$ cat config.mk
export PLATFORM = sky130hd
export DESIGN_NAME = load_store_unit
export DESIGN_NICKNAME = d
export VERILOG_FILES = /design/src/rtl/load_store_unit.sv
export SDC_FILE = /design/constraint.sdc
export NUM_CORES = 1
export LEC_CHECK = 0
export CAP_MARGIN = 20
export CELL_PAD_IN_SITES_DETAIL_PLACEMENT = 0
export CELL_PAD_IN_SITES_GLOBAL_PLACEMENT = 1
export CORE_MARGIN = 2
export CORE_UTILIZATION = 51
export DETAILED_ROUTE_END_ITERATION = 6
export DONT_BUFFER_PORTS = 1
export PLACE_DENSITY = 0.91
export SLEW_MARGIN = 20
export SYNTH_ARGS = -nofsm -noshare
export SYNTH_HDL_FRONTEND = slang
export SYNTH_SLANG_ARGS = --single-unit
export TNS_END_PERCENT = 10
$ cat constraint.sdc
create_clock -name pll_1_200MHz -period 6.5 [get_ports pll_1_200MHz]
set_input_delay 1.3 -clock pll_1_200MHz [delete_from_list [all_inputs] [get_ports pll_1_200MHz]]
set_output_delay 1.3 -clock pll_1_200MHz [all_outputs]
set_load 0.01 [all_outputs]
$ cat src/rtl/load_store_unit.sv
// Multi-cycle load/store unit: steers byte lanes onto a valid-ready data bus,
// extends load data, flags misaligned accesses and stalls the core until done.
module load_store_unit #(
  parameter int unsigned TIMEOUT_CYCLES = 16,
  parameter int unsigned ADDR_WIDTH     = 32
) (
  input  logic                  pll_1_200MHz,
  input  logic                  pll_1_reset,
  input  logic                  mem_read,
  input  logic                  mem_write,
  input  logic [2:0]            funct3,
  input  logic [31:0]           address,
  input  logic [31:0]           write_data,
  output logic                  lsu_stall,
  output logic [31:0]           load_data,
  output logic                  lsu_done,
  output logic                  lsu_misaligned,
  output logic                  lsu_bus_error,
  output logic                  bus_req_valid,
  input  logic                  bus_req_ready,
  output logic                  bus_we,
  output logic [ADDR_WIDTH-1:0] bus_addr,
  output logic [31:0]           bus_wdata,
  output logic [3:0]            bus_byte_en,
  input  logic                  bus_rsp_valid,
  input  logic [31:0]           bus_rdata
);

  localparam int unsigned CNT_W = $clog2(TIMEOUT_CYCLES);

  typedef enum logic [1:0] {IDLE, REQ, WAIT, DONE} state_t;

  state_t           state;
  logic [CNT_W-1:0] cnt;
  logic [2:0]       f3_q;
  logic [1:0]       off_q;

  logic             access;
  logic             misaligned;
  logic             timeout;
  logic [3:0]       be_c;
  logic [31:0]      wdata_c;
  logic [31:0]      lane_c;
  logic [31:0]      ext_c;

  assign access  = mem_read | mem_write;
  assign timeout = (cnt == CNT_W'(TIMEOUT_CYCLES - 1));

  // Alignment check, byte enables and lane-replicated store data for the new access
  always_comb begin
    misaligned = 1'b0;
    be_c       = 4'b1111;
    wdata_c    = write_data;
    case (funct3[1:0])
      2'b00: begin
        be_c    = 4'b0001 << address[1:0];
        wdata_c = {4{write_data[7:0]}};
      end
      2'b01: begin
        misaligned = address[0];
        be_c       = 4'b0011 << {address[1], 1'b0};
        wdata_c    = {2{write_data[15:0]}};
      end
      default: begin
        misaligned = |address[1:0];
      end
    endcase
  end

  // Lane selection and sign/zero extension of the returned read word
  always_comb begin
    lane_c = bus_rdata >> {off_q, 3'b000};
    ext_c  = bus_rdata;
    case (f3_q[1:0])
      2'b00:   ext_c = f3_q[2] ? {24'd0, lane_c[7:0]}  : {{24{lane_c[7]}}, lane_c[7:0]};
      2'b01:   ext_c = f3_q[2] ? {16'd0, lane_c[15:0]} : {{16{lane_c[15]}}, lane_c[15:0]};
      default: ext_c = bus_rdata;
    endcase
  end

  // Core-facing handshake flags depend on the live request while idle
  assign lsu_misaligned = (state == IDLE) && access && misaligned;
  assign lsu_stall      = ((state == IDLE) && access && !misaligned) ||
                          (state == REQ) || (state == WAIT);

  // Access sequencer with timeout; all bus and result outputs are registered here
  always_ff @(posedge pll_1_200MHz or posedge pll_1_reset) begin
    if (pll_1_reset) begin
      state         <= IDLE;
      cnt           <= '0;
      f3_q          <= '0;
      off_q         <= '0;
      bus_req_valid <= 1'b0;
      bus_we        <= 1'b0;
      bus_addr      <= '0;
      bus_wdata     <= '0;
      bus_byte_en   <= '0;
      load_data     <= '0;
      lsu_done      <= 1'b0;
      lsu_bus_error <= 1'b0;
    end else begin
      lsu_done <= 1'b0;
      case (state)
        IDLE: begin
          if (access && !misaligned) begin
            bus_req_valid <= 1'b1;
            bus_we        <= mem_write;
            bus_addr      <= ADDR_WIDTH'({address[31:2], 2'b00});
            bus_byte_en   <= be_c;
            bus_wdata     <= wdata_c;
            f3_q          <= funct3;
            off_q         <= address[1:0];
            cnt           <= '0;
            lsu_bus_error <= 1'b0;
            state         <= REQ;
          end
        end
        REQ: begin
          if (timeout) begin
            bus_req_valid <= 1'b0;
            load_data     <= '0;
            lsu_bus_error <= 1'b1;
            lsu_done      <= 1'b1;
            state         <= DONE;
          end else begin
            cnt <= cnt + CNT_W'(1);
            if (bus_req_ready) begin
              bus_req_valid <= 1'b0;
              state         <= WAIT;
            end
          end
        end
        WAIT: begin
          if (bus_rsp_valid) begin
            load_data <= bus_we ? 32'd0 : ext_c;
            lsu_done  <= 1'b1;
            state     <= DONE;
          end else if (timeout) begin
            load_data     <= '0;
            lsu_bus_error <= 1'b1;
            lsu_done      <= 1'b1;
            state         <= DONE;
          end else begin
            cnt <= cnt + CNT_W'(1);
          end
        end
        default: begin
          lsu_bus_error <= 1'b0;
          state         <= IDLE;
        end
      endcase
    end
  end

endmodule
==> results of run 1 <==
kinds of logic (layout without fill, tap and decap cells):
family          Yosys count  in the layout
compound gates          131            131
fa+ha+maj                 5              5
buf+inv                  39             41
flops                   113            113
mux                      79             79
other cells               1              2
simple gates             84             84
registers in the layout (all words and copies together), names as in the netlist:
name,cells
lsu_bus_error,1
bus_wdata,32
state,2
off_q,2
cnt,4
bus_req_valid,1
lsu_done,1
bus_addr,30
load_data,32
bus_byte_en,4
bus_we,1
f3_q,3
stage by stage:
| step | setup WS (ns) | cell area, µm² | hold WS (ns) | util, % | total power [mW] |
|---|---|---|---|---|---|
| final | 3.25 | 5890 | 0.544 | 60.0 | 3.19 |
| after detailed placement | 3.23 | 5230 | 0.539 | 53.3 | 2.19 |
| after CTS | 3.25 | 5890 | 0.551 | 60.0 | 3.21 |
| after floorplan | 2.21 | 5200 | 0.516 | - | 1.99 |
| after global routing | 3.20 | 5890 | 0.576 | 60.0 | 3.38 |
| after global placement | 3.29 | 5230 | 0.533 | 53.3 | 2.15 |
critical path, cell delays in order:
cell	delay [ns]
o21ai_0	0.31
o21bai_4	0.21
nand2_1	0.13
layout make-up:
cell class / count / area (µm²)
Clock buffer: 25 / 514
Clock inverter: 7 / 144
Fill cell: 808 / 3930
Inverter: 7 / 28.8
Multi-Input combinational cell: 301 / 2190
Sequential cell: 113 / 2830
Tap cell: 133 / 166
Timing Repair Buffer: 2 / 15.0
per-layer routing:
metal / share of wire [%] / up-vias / track usage [%] / wire length (µm)
met5: 0 / - / 0 / 0
met4: 2.2 / 0 / 10.5 / 276
met3: 10 / 23 / 10.7 / 1300
met2: 50 / 181 / 38.1 / 6230
met1: 37 / 1759 / 25.8 / 4660
li1: - / 1628 / - / -
Yosys cell counts (all sizes together), types with 3 or more instances:
library cell / n / area share (%)
a21oi: 19 / 1.8
a221o: 17 / 3.3
a22o: 7 / 1.2
a22oi: 13 / 1.9
a2bb2oi: 3 / 0.51
buf: 16 / 2.0
clkbuf: 16 / 1.2
dfrtp: 113 / 54
ha: 5 / 1.2
inv: 7 / 0.51
mux2: 53 / 11
mux2i: 25 / 4.8
nand2: 43 / 3.1
nand3: 5 / 0.48
nor2: 20 / 1.6
nor2b: 3 / 0.36
o211ai: 3 / 0.43
o21ai: 58 / 5.6
worst max path at each step:
stage                           start           end  cells after the start
after global placement      mem_write     lsu_stall                      3
after detailed placement    mem_write     lsu_stall                      3
after global routing        mem_write     lsu_stall                      3
after CTS                   mem_write     lsu_stall                      3
after floorplan           pll_1_reset  bus_addr[10]                      1
final                       mem_write     lsu_stall                      3
power breakdown:
part           switching (mW)  leakage (nW)  internal [mW]
clock network           0.315         0.317          0.695
logic                   0.375         0.890          0.381
registers               0.410          1.41           1.01
total                    1.10          2.62           2.09
cells in the final DEF, fill, tap and decap left out, types with 2 or more instances in the layout:
cell type   count
a22oi_1        13
a221o_1        17
buf_4           2
and4b_1         2
mux2_2         53
dfrtp_1       113
clkbuf_8        8
inv_1           6
a21oi_1        19
nor2_1         19
a22o_1          7
clkbuf_16      16
nand3_1         5
clkinvlp_4      2
o211ai_1        3
mux2i_1        25
nand2_1        43
o21ai_0        58
nor2b_1         3
ha_1            5
conb_1          2
a2bb2oi_1       3
nor3_1          2
bufinv_16       4
==> impl_metrics.csv, run 1 <==
group,metric,value,unit
synthesis,synthSimpleGateAreaFrac,7.34,%
worst_setup_path,reg2regPathDepth,6,
sta,rsz0062_at_grt,"no",
routing,first_pass_iters,4,
clock_tree,cts_buffers,17,
cells_and_area,drive_above_1_share,20.9,%
synthesis,ys.flop_type,"dfrtp_1",
clock_tree,path_clk_slew,0.06,ns
routing,dr.first_iter.drc_count,211,
routing,postRouteAntennaNets,0,
clock_tree,cts_setup_buffers,0,
synthesis,synth_cells,452,
cells_and_area,antenna_cells,0,
routing,routed_via_density,6.11,
clock_tree,cts-resized-gates,0,
worst_setup_path,reg2reg_from,"state[0]",
sta,worst_pin_slew,1.00,ns
worst_setup_path,required,5.20,ns
routing,drc,0,
grt,grt_pass1_wl,19900,µm
synthesis,async_reset_ff_share,100,%
clock_tree,htreeDepth,4,
power,p_leak,2.62,nW
synthesis,synth-xor-area-share,0,%
worst_hold_path,holdPathEnd,"load_data[10]",
placement,place_hpwl,8840,µm
synthesis,synth.area.mux_share,16.7,%
synthesis,synth-adder-area-share,1.20,%
clock_tree,clock-sinks,113,
sta,maxSlewHeadroom,33.3,%
worst_setup_path,ff2ff_setup_slack,3.81,ns
sta,fin_skew,0.0146,ns
worst_setup_path,path_class,"in -> out",
die,die_y,105,µm
synthesis,synth-seq-cells,113,
synthesis,yosys_warnings,0,
routing,vias,3591,
worst_setup_path,worstSetupEndpointType,"primary output",
grt,antenna_found_initial,0,
sta,max_freq,308,MHz
die,io_pins,211,
worst_hold_path,min_path_cells,2,
routing,totalWireLength,12500,µm
grt,overflow,0,
sta,period_needed,3.25,ns
worst_setup_path,startpoint_type,"input pin",
grt,grt_max_degree,101,
synthesis,synth_area,5200,µm²
synthesis,synth_edf_count,0,
sta,hold_violations,0,
cells_and_area,fin_cells,588,
sta,fin_setup_tns,0,ns
clock_tree,cts_tree,"yes",
sta,slew_viol_final,0,
synthesis,avgSynthCellArea,11.5,µm²
synthesis,synth_compound_area_share,16.6,%
placement,port_buffers,0,
sta,finalCritPeriodShare,50.0,%
routing,wl_per_cell,21.2,µm
clock_tree,root_buffer,"clkbuf_8",
cells_and_area,final_nets,552,
power,ir_drop,0.000255,V
synthesis,synth_top_family_by_area,"multiplexers",
clock_tree,clk_latency,0.51,ns
clock_tree,cts.hold.buffers_added,0,
synthesis,yosysSeqAreaShare,54.4,%
worst_setup_path,r2r_end,"load_data[29]",
synthesis,synth.distinct_cells,45,
die,dieArea,11000,µm²
die,rows,36,
placement,dp_cells,556,
grt,grtUsageTotal,23.2,%
flow_run,maxCapViolCount,0,
grt,first_global_vias,3782,
worst_hold_path,hold_start,"load_data[10]",
die,chipWidth,105,µm
die,core,9820,µm²
status,status,"completed",
sta,finalSetupViolCount,0,
placement,gp_congestion,0.883,
clock_tree,cts_buffer_depth,2,
power,p_per_area,541,nW/µm²
worst_setup_path,arrival,1.95,ns
worst_setup_path,cp_max_fo,3,
cells_and_area,areaGrowthSynthToFinish,13.3,%
worst_hold_path,hold_class,"reg -> reg",
die,initial_utilization,52.9,%
No activity file was read; power rests on OpenSTA's default activity.
==> run 2: changes to the inputs <==
Settings changed: CORE_UTILIZATION 51 to 48, PLACE_DENSITY 0.91 to 0.87.
Clock period 6.5 ns to 3.3 ns, I/O delays scaled along.
==> run 2 against run 1 <==
Flip-flop and latch count stayed put. Die area is 6.0% higher. Critical path type is now reg -> reg. Non-clock buffer count is 1 higher. Clock power is 79% higher. Largest power group unchanged. Total power is 92% higher. Sequential power is 96% higher. Setup slack worse by 2.6 ns. Highest routed layer unchanged.
==> impl_metrics.csv, run 2 (synthesized netlist as in run 1, its figures left out) <==
group,metric,value,unit
grt,grtUsageTotal,22.2,%
worst_setup_path,path_cells,"inv_1 -> ha_1 -> and4b_1 -> nand2_1 -> a211oi_4 -> a221o_1",
routing,drc,0,
clock_tree,cts_buffer_depth,2,
cells_and_area,top_regs,"bus_wdata: 32 flops, load_data: 32 flops, bus_addr: 30 flops",
clock_tree,cts-resized-gates,0,
routing,totalWireLength,12700,µm
cells_and_area,ff_latch_area,2830,µm²
clock_tree,clk_latency,0.51,ns
sta,rsz0062_at_grt,"no",
cells_and_area,antenna_cells,0,
worst_hold_path,hold_class,"in -> async",
worst_setup_path,startpoint_type,"flop",
cells_and_area,drive_above_1_share,21.3,%
routing,routed_via_density,6.08,
die,die_y,108,µm
worst_setup_path,arrival,3.09,ns
sta,worst_pin_slew,0.729,ns
sta,finalSetupViolCount,0,
sta,maxSlewHeadroom,51.2,%
sta,slew_viol_final,0,
worst_setup_path,crit_path_max_incr_delay,0.70,ns
flow_run,maxCapViolCount,0,
grt,grt_pass1_wl,19900,µm
die,core,10400,µm²
worst_setup_path,worstSetupEndpointType,"flop",
die,initial_utilization,49.9,%
worst_setup_path,cp.buffers_inverters,1,
worst_setup_path,crit_family,"compound AO/OA/AOI/OAI gates",
cells_and_area,multi_input_area,2190,µm²
cells_and_area,fin_cells,592,
routing,wl_per_cell,21.4,µm
grt,grt_max_degree,95,
clock_tree,cts_buffers,17,
grt,antenna_found_initial,0,
clock_tree,cts.hold.buffers_added,0,
routing,first_pass_iters,4,
cells_and_area,final_common_cell,"dfrtp_1",
worst_setup_path,path_class,"reg -> reg",
sta,fin_setup_tns,0,ns
die,dieArea,11700,µm²
die,io_pins,211,
sta,max_freq,377,MHz
clock_tree,htreeDepth,4,
power,p_per_area,1040,nW/µm²
grt,overflow,0,
clock_tree,cts_tree,"yes",
sta,finalCritPeriodShare,80.3,%
routing,dr.first_iter.drc_count,205,
grt,first_global_vias,3766,
placement,dp_cells,560,
power,p_leak,2.60,nW
clock_tree,path_clk_slew,0.06,ns
clock_tree,root_buffer,"clkbuf_8",
cells_and_area,final_cell_mix,"dfrtp_1, o21ai_0, mux2_2, nand2_1, mux2i_1",
power,ir_drop,0.000481,V
worst_setup_path,startpoint,"state[0]",
die,rows,37,
placement,place_hpwl,8920,µm
cells_and_area,areaGrowthSynthToFinish,12.8,%
placement,port_buffers,0,
worst_setup_path,required,3.74,ns
sta,fin_skew,0.00833,ns
clock_tree,cts_setup_buffers,0,
routing,postRouteAntennaNets,0,
cells_and_area,post-route-util,56.3,%
sta,period_needed,2.65,ns
cells_and_area,n_fill_cell,882,
sta,hold_violations,0,
worst_setup_path,cp_max_fo,16,
routing,vias,3600,
worst_setup_path,slowest_stage,"a211oi_4",
status,status,"completed",
die,chipWidth,108,µm
cells_and_area,final_nets,553,
clock_tree,clock-sinks,113,
placement,gp_congestion,0.852,
worst_setup_path,reg2reg_from,"state[0]",
-- run 2: changes by cell type in the layout (fill, tap and decap cells not counted), moves of 2 or more --
cell,delta
buf_12,+2
clkinv_2,+5
clkinvlp_4,+2
clkbuf_8,-6
-- run 2: area by class of cell --
class | count | area share [%]
Sequential cell | 113 | 48.2
Tap cell | 136 | 2.90
Multi-Input combinational cell | 301 | 37.4
Timing Repair Buffer | 3 | 0.811
Clock inverter | 14 | 2.80
Clock buffer | 18 | 7.30
Inverter | 7 | 0.512
-- run 2: worst paths after layout --
check | to | cells after the start | slack, ns
min reg2reg | bus_wdata[13] | 2 | 0.55
max reg2reg | load_data[18] | 6 | 0.65
max | load_data[18] | 6 | 0.65
max in group asynchronous | bus_addr[26] | 2 | 2.57
min in group pll_1_200MHz | bus_byte_en[0] | 1 | 0.25
min | bus_we | 2 | 0.11
-- run 2: report_power, final --
part | internal, mW | switching, mW | total (mW) | leakage (nW)
clock | 1.17 | 0.648 | 1.81 | 0.287
combinational | 0.759 | 0.746 | 1.50 | 0.901
sequential | 1.99 | 0.797 | 2.79 | 1.41
-- run 2: routing by layer --
layer	track usage [%]	vias up	share of wire, %	wire, µm
met3	11.3	29	11	1430
met1	25.4	1761	37	4740
met4	10.1	0	2.7	345
met2	35.0	182	49	6180
met5	0	-	0	0
li1	-	1628	-	-
-- run 2: through the flow --
step           power (mW)  setup WS (ns)  hold WS, ns  instance area (µm²)
2_1_floorplan        3.92          0.944        0.516                 5200
3_3_place_gp         4.23          0.835        0.537                 5270
3_5_place_dp         4.32          0.720        0.541                 5270
6_report             6.11          0.649        0.110                 5860
4_1_cts              6.16          0.697        0.103                 5860
5_1_grt              6.48          0.503        0.122                 5860
-- run 2: worst reg2reg max path, delay by kind of cell, from the launching register on --
family / cells / cell delay (ns)
and+or+nand+nor: 2 / 0.73
adders and majority gates: 1 / 0.44
DFF: 1 / 0.39
buffers and inverters: 1 / 0.08
AOI/OAI and AO/OA: 2 / 0.93
